File: src/rtl/skew_deskew_bank_pkg.sv
// Shared types for the skew/deskew bank in front of and behind the MM array.
// Lane tap selection lives here so both array edges agree on lane ordering.
package skew_deskew_bank_pkg;

    localparam int SCALAR_W  = 8;
    localparam int DEF_LANES = 4;

    typedef logic [SCALAR_W-1:0] Scalar;

    typedef enum logic {
        SKEW_MODE   = 1'b0,
        DESKEW_MODE = 1'b1
    } SkewMode_e;

    typedef Scalar LaneVec_t [DEF_LANES];

    // Stage index feeding lane output: delay D(i) taps stage D(i)-1.
    function automatic int lane_tap(
        input SkewMode_e mode,
        input int        lane,
        input int        lanes
    );
        return (mode == SKEW_MODE) ? lane : (lanes - 1 - lane);
    endfunction

endpackage

File: src/rtl/skew_deskew_bank_lane.sv
// One lane of the skew bank: a fixed-depth {valid, data} chain with a
// selectable output tap and an any-valid flag for the bank empty reduction.
module skew_lane
    import skew_deskew_bank_pkg::*;
#(
    parameter int DEPTH  = DEF_LANES,
    parameter int DATA_W = SCALAR_W,
    parameter int TAP_W  = 2
) (
    input  logic              i_clk,
    input  logic              i_rst,
    input  logic              i_en,
    input  logic              i_valid,
    input  logic [DATA_W-1:0] i_data,
    input  logic [TAP_W-1:0]  i_tap,
    output logic              o_valid,
    output logic [DATA_W-1:0] o_data,
    output logic              o_any
);

    logic [DEPTH-1:0]  r_valid;
    logic [DATA_W-1:0] r_data [DEPTH];

    always_ff @(posedge i_clk) begin
        if (i_rst) begin
            r_valid <= '0;
            for (int k = 0; k < DEPTH; k++) begin
                r_data[k] <= '0;
            end
        end else if (i_en) begin
            r_valid[0] <= i_valid;
            r_data[0]  <= i_valid ? i_data : '0;
            for (int k = 1; k < DEPTH; k++) begin
                r_valid[k] <= r_valid[k-1];
                r_data[k]  <= r_data[k-1];
            end
        end
    end

    // Invalid stages already hold zero, so the tap needs no extra masking.
    always_comb begin
        o_valid = 1'b0;
        o_data  = '0;
        for (int k = 0; k < DEPTH; k++) begin
            if (TAP_W'(k) == i_tap) begin
                o_valid = r_valid[k];
                o_data  = r_data[k];
            end
        end
    end

    assign o_any = |r_valid;

endmodule

File: src/rtl/skew_deskew_bank.sv
// Multi-lane skew/deskew shifter between operand buffers and the MM array
// edge; mode may only change while the whole bank is drained.
module skew_deskew_bank
    import skew_deskew_bank_pkg::*;
#(
    parameter int LANES  = DEF_LANES,
    parameter int DATA_W = SCALAR_W
) (
    input  logic                    i_clk,
    input  logic                    i_rst,
    input  logic                    i_en,
    input  logic                    i_in_valid,
    input  logic [LANES*DATA_W-1:0] i_in_data,
    input  logic                    i_mode_load,
    input  logic                    i_mode_in,
    output logic [LANES-1:0]        o_out_valid,
    output logic [LANES*DATA_W-1:0] o_out_data,
    output logic                    o_mode_q,
    output logic                    o_empty,
    output logic                    o_mode_err
);

    localparam int TAP_W = (LANES > 1) ? $clog2(LANES) : 1;

    SkewMode_e        r_mode;
    logic             r_mode_err;
    logic [LANES-1:0] w_any;
    logic             w_empty;
    logic [TAP_W-1:0] w_tap [LANES];

    always_comb begin
        for (int i = 0; i < LANES; i++) begin
            w_tap[i] = TAP_W'(lane_tap(r_mode, i, LANES));
        end
    end

    for (genvar g = 0; g < LANES; g++) begin : g_lane
        skew_lane #(
            .DEPTH  (LANES),
            .DATA_W (DATA_W),
            .TAP_W  (TAP_W)
        ) u_lane (
            .i_clk   (i_clk),
            .i_rst   (i_rst),
            .i_en    (i_en),
            .i_valid (i_in_valid),
            .i_data  (i_in_data[g*DATA_W +: DATA_W]),
            .i_tap   (w_tap[g]),
            .o_valid (o_out_valid[g]),
            .o_data  (o_out_data[g*DATA_W +: DATA_W]),
            .o_any   (w_any[g])
        );
    end

    assign w_empty = ~|w_any;

    // Mode switches ignore en: a drained bank may be retargeted while stalled.
    always_ff @(posedge i_clk) begin
        if (i_rst) begin
            r_mode     <= SKEW_MODE;
            r_mode_err <= 1'b0;
        end else begin
            r_mode_err <= i_mode_load & ~w_empty;
            if (i_mode_load && w_empty) begin
                r_mode <= SkewMode_e'(i_mode_in);
            end
        end
    end

    assign o_mode_q   = r_mode;
    assign o_empty    = w_empty;
    assign o_mode_err = r_mode_err;

endmodule

File: config.mk
export PLATFORM = sky130hd
export DESIGN_NAME = skew_deskew_bank
export DESIGN_NICKNAME = d
export VERILOG_FILES = /design/src/rtl/skew_deskew_bank_pkg.sv /design/src/rtl/skew_deskew_bank_lane.sv /design/src/rtl/skew_deskew_bank.sv
export SDC_FILE = /design/constraint.sdc
export NUM_CORES = 1
export LEC_CHECK = 0
export BUFFER_PORTS_ARGS = -buffer_cell sky130_fd_sc_hd__buf_2
export CAP_MARGIN = 0
export CORE_ASPECT_RATIO = 0.75
export CORE_MARGIN = 3
export CORE_UTILIZATION = 55
export DETAILED_ROUTE_END_ITERATION = 10
export PLACE_DENSITY_LB_ADDON = 0.08
export SYNTH_ARGS = -nofsm -noshare
export SYNTH_HDL_FRONTEND = slang
export SYNTH_SLANG_ARGS = --single-unit
File: constraint.sdc
create_clock -name i_clk -period 5.2 [get_ports i_clk]
set_clock_uncertainty 0.15 [all_clocks]
set_input_delay 0.26 -clock i_clk [delete_from_list [all_inputs] [get_ports i_clk]]
set_output_delay 0.26 -clock i_clk [all_outputs]
set_load 0.02 [all_outputs]
==> results of run 1 <==
## per-layer routing
layer / up-vias / routed length [um]
li1: 1263 / -
met1: 1239 / 3880
met2: 72 / 3690
met3: 4 / 473
met4: 0 / 48
met5: - / 0
## timing repair
action | 4_1_cts | 5_1_grt
endpoints found under the hold margin | 6 | 0
hold buffers | 4 | 0
endpoints found under the setup margin | 0 | 0
## state kept, by name (all words and copies together), names as in the netlist
signal / cells
g_lane.u_lane.r_valid: 4
o_mode_err: 1
o_mode_q: 1
g_lane.u_lane.r_data: 112
## how the worst max path moves through the flow
stage	to	slack, ns	start
after detailed placement	g_lane[1].u_lane.r_data[2][6]$_SDFFCE_PN0P_	2.79	i_rst
final	g_lane[1].u_lane.r_data[2][6]$_SDFFCE_PN0P_	2.66	i_rst
after global placement	g_lane[1].u_lane.r_data[1][6]$_SDFFCE_PN0P_	2.83	i_rst
after CTS	g_lane[1].u_lane.r_data[2][6]$_SDFFCE_PN0P_	2.67	i_rst
after floorplan	g_lane[0].u_lane.r_data[0][0]$_SDFFCE_PN0P_	2.97	i_rst
after global routing	g_lane[1].u_lane.r_data[1][0]$_SDFFCE_PN0P_	2.51	i_rst
## final cells by class
class                           instances  area [um^2]  share of cell area
Clock inverter                         13          161              0.0274
Tap cell                              108          135              0.0230
Multi-Input combinational cell        164         1230               0.209
Clock buffer                           19          433              0.0736
Inverter                                1         3.75            0.000638
Timing Repair Buffer                   82          435              0.0740
Sequential cell                       118         3480               0.592
## power by group through the flow
| stage | clock network (W) | registers [W] | logic (W) |
|---|---|---|---|
| floorplan | 0 | 0.00114 | 0.000115 |
| global placement | 0 | 0.00115 | 0.000152 |
| detailed placement | 0 | 0.00115 | 0.000154 |
| CTS | 0.00119 | 0.00113 | 0.000157 |
| global route | 0.00124 | 0.00114 | 0.000169 |
| finish | 0.00118 | 0.00113 | 0.000154 |
## kinds of logic (layout without fill, tap and decap cells)
family	Yosys count	count (layout)
simple gates	122	122
flops	118	118
mux	38	38
compound gates	4	4
buf+inv	24	115
## through the flow
| step | setup WS [ns] | hold WS, ns |
|---|---|---|
| 6_report | 2.66 | 0.0164 |
| 5_1_grt | 2.51 | 0.00283 |
| 4_1_cts | 2.67 | 0.000742 |
| 3_5_place_dp | 2.79 | 0.351 |
| 3_3_place_gp | 2.83 | 0.349 |
| 2_1_floorplan | 2.97 | 0.182 |
## cell usage in the layout (no fill, tap or decap), types with 4 or more instances in the layout
cell type        n
and2_1          80
and3_1          33
dfxtp_1          5
bufinv_16        4
mux2_2          35
dlygate4sd3_1    4
edfxtp_1       112
clkinv_2         6
buf_2           76
clkbuf_16       17
==> impl_results.md, run 1 <==
- R2r startpoint: o_mode_q$_SDFFE_PP0P_
- Global routing's busiest layer: met2
- Maximum VDD drop: 0.000352 V
- DRT antenna net count: 0
- Power Density: roughly 420 nW/um^2
- Synth top area cells: edfxtp_1 69%, and2_1 10%, mux2_2 8.1%
- Post-CTS Resized: 0
- Total power: roughly 0.0025 W
- Slew Limit Headroom: 0.344
- Setup TNS: 0 ns
- Met2 Resource Use GR: 0.246
- Logic pwr share: 0.063
- Routed len/inst: between 15 and 20 um
- Hold Path Class: input port to flip-flop
- CTS buffer count: 17
- Leakage power: between 2 and 3 nW
- Clock transition at path regs: 0.05 ns
- R2r setup slk: 3.62 ns
- Least-Margin Pin Slew: 0.984 ns
- Die Ht: 87.6 um
- #FFs+latches synth: 118
- Yosys cell types: 21
- Sequential share of power: 0.460
- Worst Hold Launch: i_in_data[1]
- CP peak stage delay: 0.74 ns
- Routed vias: 2578
- Asr flop ratio synth: 0
- I/O Pins: between 70 and 80
- Seq/Total Area, Yosys: 0.713
- Number of cells on the critical path: 4
- Antenna cells: 0
- I/O Buffers: 76
- Xor-xnor portion of the synthesized cell area: 0
- Pin count of the biggest net entering global routing: 69
- Clk sinks: 118
- Commonest cells in the netlist: 112 x edfxtp_1, 80 x and2_1, 35 x mux2_2
- RePlAce Congestion: 0.768
- Crit-path max FO: 68
- Layout Cells excl Fill: approximately 510
- Fillers: 606
- Crit path max-delay cell type: or2_4
- Worst Path Buf+Inv: 3
- Root buffer cell: clkbuf_16
- DRC Markers: 0
- Final instance area: about 6000 um^2
- Internal power: between 0.0015 and 0.002 W
- Post-DP Area: 5250 um^2
- Critical Path RT: 5.08 ns
- Setup CP Type: input port to flip-flop
- Sw Share: 0.203
- Yosys warnings: 0
- Nets: 422
- Synthesized cell area: about 4900 um^2
- Total detailed-routing wirelength: 8090 um
- Initial core utilization: 0.570
- Vias in the first global route: ~2500
- # Post-CTS Setup Buffers: 0
- Top FF cell, synth: edfxtp_1
- Crit path cell chain: dlygate4sd3_1 -> buf_2 -> or2_4 -> buf_4
- Final setup fails: 0
- TritonRoute pass-1 iters: 5
- Fraction of layout instances using a drive strength above 1: 0.365
- Via/cell ratio: 5.10
- Net count after synthesis: 344
- Core area: 8560 um^2
- R2R depth: 2
- Detailed Place HPWL: between 4000 and 5000 um
- Worst setup SP type: input port
- Most frequent cell after synthesis: edfxtp_1
- F_max: 394 MHz
- Tot GR Track Use: 0.173
- P&R area growth vs syn: 20.4%
- Sw power: 0.000500 W
- RSZ-0062 raised after global routing: false
- Yosys top cell by area: edfxtp_1
- EDFF count, synth: approximately 110
- Clk pwr share: 0.478
- Clk_lat worst skew: 0.40 ns
- Synth Area in Simple Gates: 0.159
- Gate Count Post-Synth: 306
- Compound-Gate Fraction of Synth Area: 0.00564
- Drt first-iter violations: between 200 and 250
- GR Util met1: 0.244
- CP delay by family, top: buffers and inverters
- Reg2reg end: o_mode_q$_SDFFE_PP0P_
- Longest Clk Path Bufs: 2
- Row count: 29
- Post-synth top area share: 0.689
- Chip width: 115 um
- Final Util: 0.687
- Adder-cell area share of the yosys netlist: 0
- Syn Area/Cell: around 16 um^2
- Final hold viol count: 0
- WHS Endpoint: g_lane[0].u_lane.r_data[0][1]$_SDFFCE_PN0P_
- Main combinational cell family by area after synthesis: simple AND/OR/NAND/NOR gates
- Antenna violations before repair: 0
- Die area: 10100 um^2
- Hold-critical path depth: 2
- Worst path arrival time: ~2.4 ns
- Final Max Tran Viols: 0
- H-tree Lvls: 4
- First-pass GRT wire length: 12800 um
- Max cap viols: 0
- Worst Setup End Kind: flip-flop
- GR Util met3: 0.0725
- Clock period minus worst slack: 2.54 ns
- Mux contribution to synthesized area: 0.0869
- Final Cycle Share: 0.488
- GRT Residual Overflow: 0
- CTS tree: yes
- Outcome: complete, no violations
- Placed cells: 469
Power figures use the tool's default switching activity.
==> inputs of run 2 (changes only) <==
--- a/config.mk
+++ b/config.mk
@@ -9,7 +9,7 @@
 export CAP_MARGIN = 0
 export CORE_ASPECT_RATIO = 0.75
 export CORE_MARGIN = 3
-export CORE_UTILIZATION = 55
+export CORE_UTILIZATION = 51
 export DETAILED_ROUTE_END_ITERATION = 10
 export PLACE_DENSITY_LB_ADDON = 0.08
 export SYNTH_ARGS = -nofsm -noshare
==> constraint.sdc (replaced) <==
create_clock -name i_clk -period 2.15 [get_ports i_clk]
set_clock_uncertainty 0.15 [all_clocks]
set_input_delay 0.1075 -clock i_clk [delete_from_list [all_inputs] [get_ports i_clk]]
set_output_delay 0.1075 -clock i_clk [all_outputs]
set_load 0.02 [all_outputs]
==> run 2 against run 1 <==
Effect of this change:
- final area is 6.4% higher
- critical endpoint is now o_out_data[16]
- worst setup slack worse by 2.4 ns
- via count is 5.0% higher
- routed wire length is 0.15% higher
- combinational power grew to 2.9 times the previous value
==> impl_results.md, run 2 (synthesis results as in run 1) <==
- Largest register FFs: 112
- Root buffer cell: clkbuf_16
- CTS tree: yes
- H-tree Lvls: 4
- Tot GR Track Use: 0.160
- First-pass GRT wire length: 13300 um
- P&R area growth vs syn: 28.2%
- Final Cycle Share: 0.857
- Final hold viol count: 0
- Fraction of layout instances using a drive strength above 1: 0.339
- Post-CTS Resized: 0
- CP peak stage delay: 0.39 ns
- Total detailed-routing wirelength: 8100 um
- Largest registers: g_lane.u_lane.r_data x112, g_lane.u_lane.r_valid x4
- RSZ-0062 raised after global routing: false
- Crit-path max FO: 22
- Final setup fails: 0
- Routed vias: 2708
- Worst hold slack: 0.0943 ns
- Pin count of the biggest net entering global routing: 114
- Vias in the first global route: 2721
- Core area: 9200 um^2
- I/O Pins: 77
- DRC Markers: 0
- CTS buffer count: 17
- Detailed Place HPWL: 4400 um
- CP delay by family, top: buffers and inverters
- Antenna cells: 0
- Drt first-iter violations: 240
- Worst Path Buf+Inv: 2
- Die Ht: 90.7 um
- Most common cell after layout, fill and taps aside: edfxtp_1
- Nets: 459
- Slew Limit Headroom: 0.618
- Routed len/inst: 14.4 um
- I/O Buffers: 76
- Longest Clk Path Bufs: 2
- F_max: 543 MHz
- Clock transition at path regs: about 0.050 ns
- TritonRoute pass-1 iters: 5
- Setup TNS: 0 ns
- Chip width: 119 um
- Crit path cell chain: buf_4 -> mux2_2 -> buf_2
- Most frequent cells in the layout: 112 x edfxtp_1, 80 x and2_1, 76 x buf_2, 38 x dlygate4sd3_1, 35 x mux2_2
- Clock period minus worst slack: 1.84 ns
- Hold Path Class: input port to flip-flop
- Cts hold-fix bufs: 38
- Clk sinks: between 100 and 150
- Final Max Tran Viols: 0
- Clk_lat worst skew: 0.40 ns
- Via/cell ratio: 4.82
- Worst path arrival time: 1.58 ns
- Worst setup SP type: flip-flop
- Reg with most FFs: g_lane.u_lane.r_data
- Power Density: 911 nW/um^2
- Row count: 30
- Max cap viols: 0
- Least-Margin Pin Slew: 0.573 ns
- Die area: ~11000 um^2
- Crit path max-delay cell type: mux2_2
- Initial core utilization: 0.531
- Setup CP Type: flip-flop to primary output
- RePlAce Congestion: 0.723
- Outcome: complete, no violations
- Leakage power: roughly 2.7 nW
- Maximum VDD drop: 0.000527 V
- # Post-CTS Setup Buffers: 0
- Worst Setup End Kind: primary output
- Antenna violations before repair: 0
- DRT antenna net count: 0
- GRT Residual Overflow: 0
- Critical Path RT: around 1.9 ns
==> run 2: metrics by stage <==
step / cell area [um^2] / cells / power (W) / util / setup WS (ns)
after floorplan: 4880 / 306 / 0.00302 / - / 0.0692
after global placement: 5330 / 492 / 0.00316 / 0.580 / 0.668
after detailed placement: 5330 / 492 / 0.00316 / 0.580 / 0.664
after CTS: 6260 / 562 / 0.00576 / 0.681 / 0.271
after global routing: 6260 / 562 / 0.00591 / 0.681 / 0.242
final: 6260 / 562 / 0.00570 / 0.681 / 0.308
==> run 2: tightest hold or removal path, cell delays in order <==
cell and delay [ns]:
buf_2 0.29, nand2_1 0.12, o21ai_0 0.07
==> run 2: path summary, 6_finish.rpt <==
| kind | startpoint | endpoint | slack [ns] | cells after the start |
|---|---|---|---|---|
| max reg2reg | g_lane[1].u_lane.r_valid[3]$_SDFFE_PP0P_ | o_mode_err$_SDFF_PP0_ | 0.55 | 3 |
| max | o_mode_q$_SDFFE_PP0P_ | o_out_data[16] | 0.31 | 3 |
| min reg2reg | g_lane[3].u_lane.r_data[0][15]$_SDFFCE_PN0P_ | g_lane[3].u_lane.r_data[0][23]$_SDFFCE_PN0P_ | 0.36 | 1 |
| min | i_in_valid | g_lane[3].u_lane.r_valid[0]$_SDFFE_PP0P_ | 0.09 | 3 |
==> run 2: layer usage <==
layer,vias up,track usage,share of wire
met2,68,0.227,0.44
met1,1300,0.226,0.50
li1,1332,-,-
met3,8,0.0539,0.052
met4,0,0.0665,0.010
met5,-,0,0
==> run 2: layout make-up <==
class                   count  area [um^2]
clock buffers              29          531
clock inverters             3         15.0
fillers                   681         2940
inverters                   1         3.75
multi-input cells         164         1230
flip-flops and latches    118         3480
well taps                 128          160
repair buffers            119          836
==> run 2: report_power, final <==
part	internal, W	total (W)	switching, W	leakage (nW)
registers	0.00267	0.00272	0.0000457	1.28
logic	0.000210	0.000450	0.000240	1.17
clock network	0.00165	0.00253	0.000884	0.271
==> inputs of run 3 (changes only) <==
==> constraint.sdc (replaced) <==
create_clock -name i_clk -period 1.6 [get_ports i_clk]
set_clock_uncertainty 0.15 [all_clocks]
set_input_delay 0.08 -clock i_clk [delete_from_list [all_inputs] [get_ports i_clk]]
set_output_delay 0.08 -clock i_clk [all_outputs]
set_load 0.02 [all_outputs]
==> run 3 against run 2 <==
Effect of this change:
- the run now ends with negative setup slack left
- final cell count increased by 0.36%
- register-to-register slack worse by 0.32 ns
- final area is 2.4% higher
- total power is 36% higher
- routed wire length grew 4.4%
- critical path depth stayed put
- clock power rose by 35%
- first-iteration DRC count fell by 23%
- global-route usage is 0.64 points higher
- via count fell by 0.15%
- sequential power rose by 35%
==> impl_results.md, run 3 (synthesis results as in run 1) <==
- Slew Limit Headroom: 0.620
- RePlAce Congestion: 0.723
- Maximum VDD drop: 0.00123 V
- Fillers: ~640
- Outcome: complete, but fails checks
- Vias in the first global route: between 2000 and 3000
- Critical Path RT: 1.37 ns
- Placed cells: 494
- Largest registers: g_lane.u_lane.r_data x112, g_lane.u_lane.r_valid x4
- I/O Buffers: between 70 and 80
- Tot GR Track Use: 0.166
- Worst Setup End Kind: primary output
- Routed vias: 2704
- Hold Path Class: input port to flip-flop
- I/O Pins: 77
- Failing checks: negative setup slack
- Clk sinks: 118
- Leakage power: 2.77 nW
- Via/cell ratio: 4.79
- Antenna cells: 0
- Register area: 3490 um^2
- Total power: ~0.0077 W
- Chip width: 119 um
- Least-Margin Pin Slew: 0.570 ns
- Total detailed-routing wirelength: about 8500 um
- Antenna violations before repair: 0
- Longest Clk Path Bufs: 2
- Largest register FFs: 112
- DRT antenna net count: 0
- RSZ-0062 raised after global routing: true
- Final instance area: 6410 um^2
- Die Ht: 90.7 um
- Setup CP Type: flip-flop to primary output
- Worst hold slack: around 0.10 ns
- GRT Residual Overflow: 0
- H-tree Lvls: 4
- CTS tree: yes
- Clock transition at path regs: 0.05 ns
- CTS buffer count: 17
- Drt first-iter violations: 186
- Nets: 461
- Die area: 10800 um^2
- Reg with most FFs: g_lane.u_lane.r_data
- Final Max Tran Viols: 0
- Post-DP Area: 5370 um^2
- Clk_lat worst skew: 0.40 ns
- Crit-path max FO: 13
- Final setup fails: 35
- Initial core utilization: 0.531
- Pin count of the biggest net entering global routing: 74
- # Post-CTS Setup Buffers: 0
- P&R area growth vs syn: 31.2%
- Final worst setup slack: -0.0939 ns
- First-pass GRT wire length: 13800 um
- Routed len/inst: 15.0 um
- TritonRoute pass-1 iters: 4
- Max cap viols: 0
- Row count: 30
- Most common cell after layout, fill and taps aside: edfxtp_1
- Multi-input gate area: 1260 um^2
- Final Cycle Share: 1.06
- Most frequent cells in the layout: 112 x edfxtp_1, 80 x and2_1, 67 x buf_2, 37 x dlygate4sd3_1, 33 x and3_1
- Power Density: 1210 nW/um^2
- Final hold viol count: 0
- F_max: 590 MHz
- Clock period minus worst slack: 1.69 ns
- Layout Cells excl Fill: 564
- Worst path arrival time: 1.46 ns
- Root buffer cell: clkbuf_16
- DRC Markers: 0
- Core area: 9200 um^2
- Fraction of layout instances using a drive strength above 1: 0.346
- Worst setup SP type: flip-flop
- Detailed Place HPWL: between 4000 and 5000 um
-- run 3: changes by cell type in the layout (fill, tap and decap cells not counted), sizes merged --
| cell | change |
|---|---|
| bufinv | +1 |
| dlygate4sd3 | -1 |
| buf | +2 |
| clkinvlp | +1 |
| clkbuf | -1 |
-- run 3: report_power, final --
part           internal, W  switching [W]  total, W
Combinational     0.000330       0.000333  0.000663
Sequential         0.00359      0.0000659   0.00366
Clock              0.00224        0.00118   0.00342
Total              0.00616        0.00158   0.00774
-- run 3: worst paths after layout --
check	startpoint	end	slack, ns	cells past startpoint
setup / recovery	o_mode_q$_SDFFE_PP0P_	o_out_data[3]	-0.09	3
hold / removal	i_in_valid	g_lane[3].u_lane.r_valid[0]$_SDFFE_PP0P_	0.10	3
setup reg to reg	g_lane[1].u_lane.r_valid[3]$_SDFFE_PP0P_	g_lane[1].u_lane.r_valid[3]$_SDFFE_PP0P_	0.23	3
hold reg to reg	g_lane[3].u_lane.r_data[0][9]$_SDFFCE_PN0P_	g_lane[3].u_lane.r_data[0][17]$_SDFFCE_PN0P_	0.35	1
-- run 3: what timing repair did --
item,CTS,global route
hold buffers,38,0
gates resized for setup,8,23
gates cloned,0,1
endpoints found under the setup margin,35,38
endpoints found under the hold margin,37,0
pin swaps,0,2
-- run 3: critical path: stages (launching register included) --
cell       delay (ns)
dfxtp_4          0.38
clkbuf_16        0.19
mux2_2           0.33
buf_2            0.16
-- run 3: per-stage QoR --
stage | util | setup slack, ns | TNS (ns)
3_5_place_dp | 0.584 | 0.268 | 0
3_3_place_gp | 0.584 | 0.288 | 0
5_1_grt | 0.697 | -0.143 | -4.27
6_report | 0.697 | -0.0939 | -2.53
2_1_floorplan | - | 0.0285 | 0
4_1_cts | 0.688 | -0.135 | -3.74
-- run 3: layout make-up --
type	instances	share of cell area
clock buffers	27	0.0769
clock inverters	5	0.00801
inverters	1	0.000586
multi-input cells	164	0.197
flip-flops and latches	118	0.545
well taps	128	0.0250
repair buffers	121	0.148
-- run 3: per-layer routing --
| layer | track usage | routed length (um) |
|---|---|---|
| met5 | 0 | 0 |
| met4 | 0.0636 | 80 |
| met3 | 0.0576 | 396 |
| met2 | 0.241 | 3850 |
| met1 | 0.232 | 4120 |
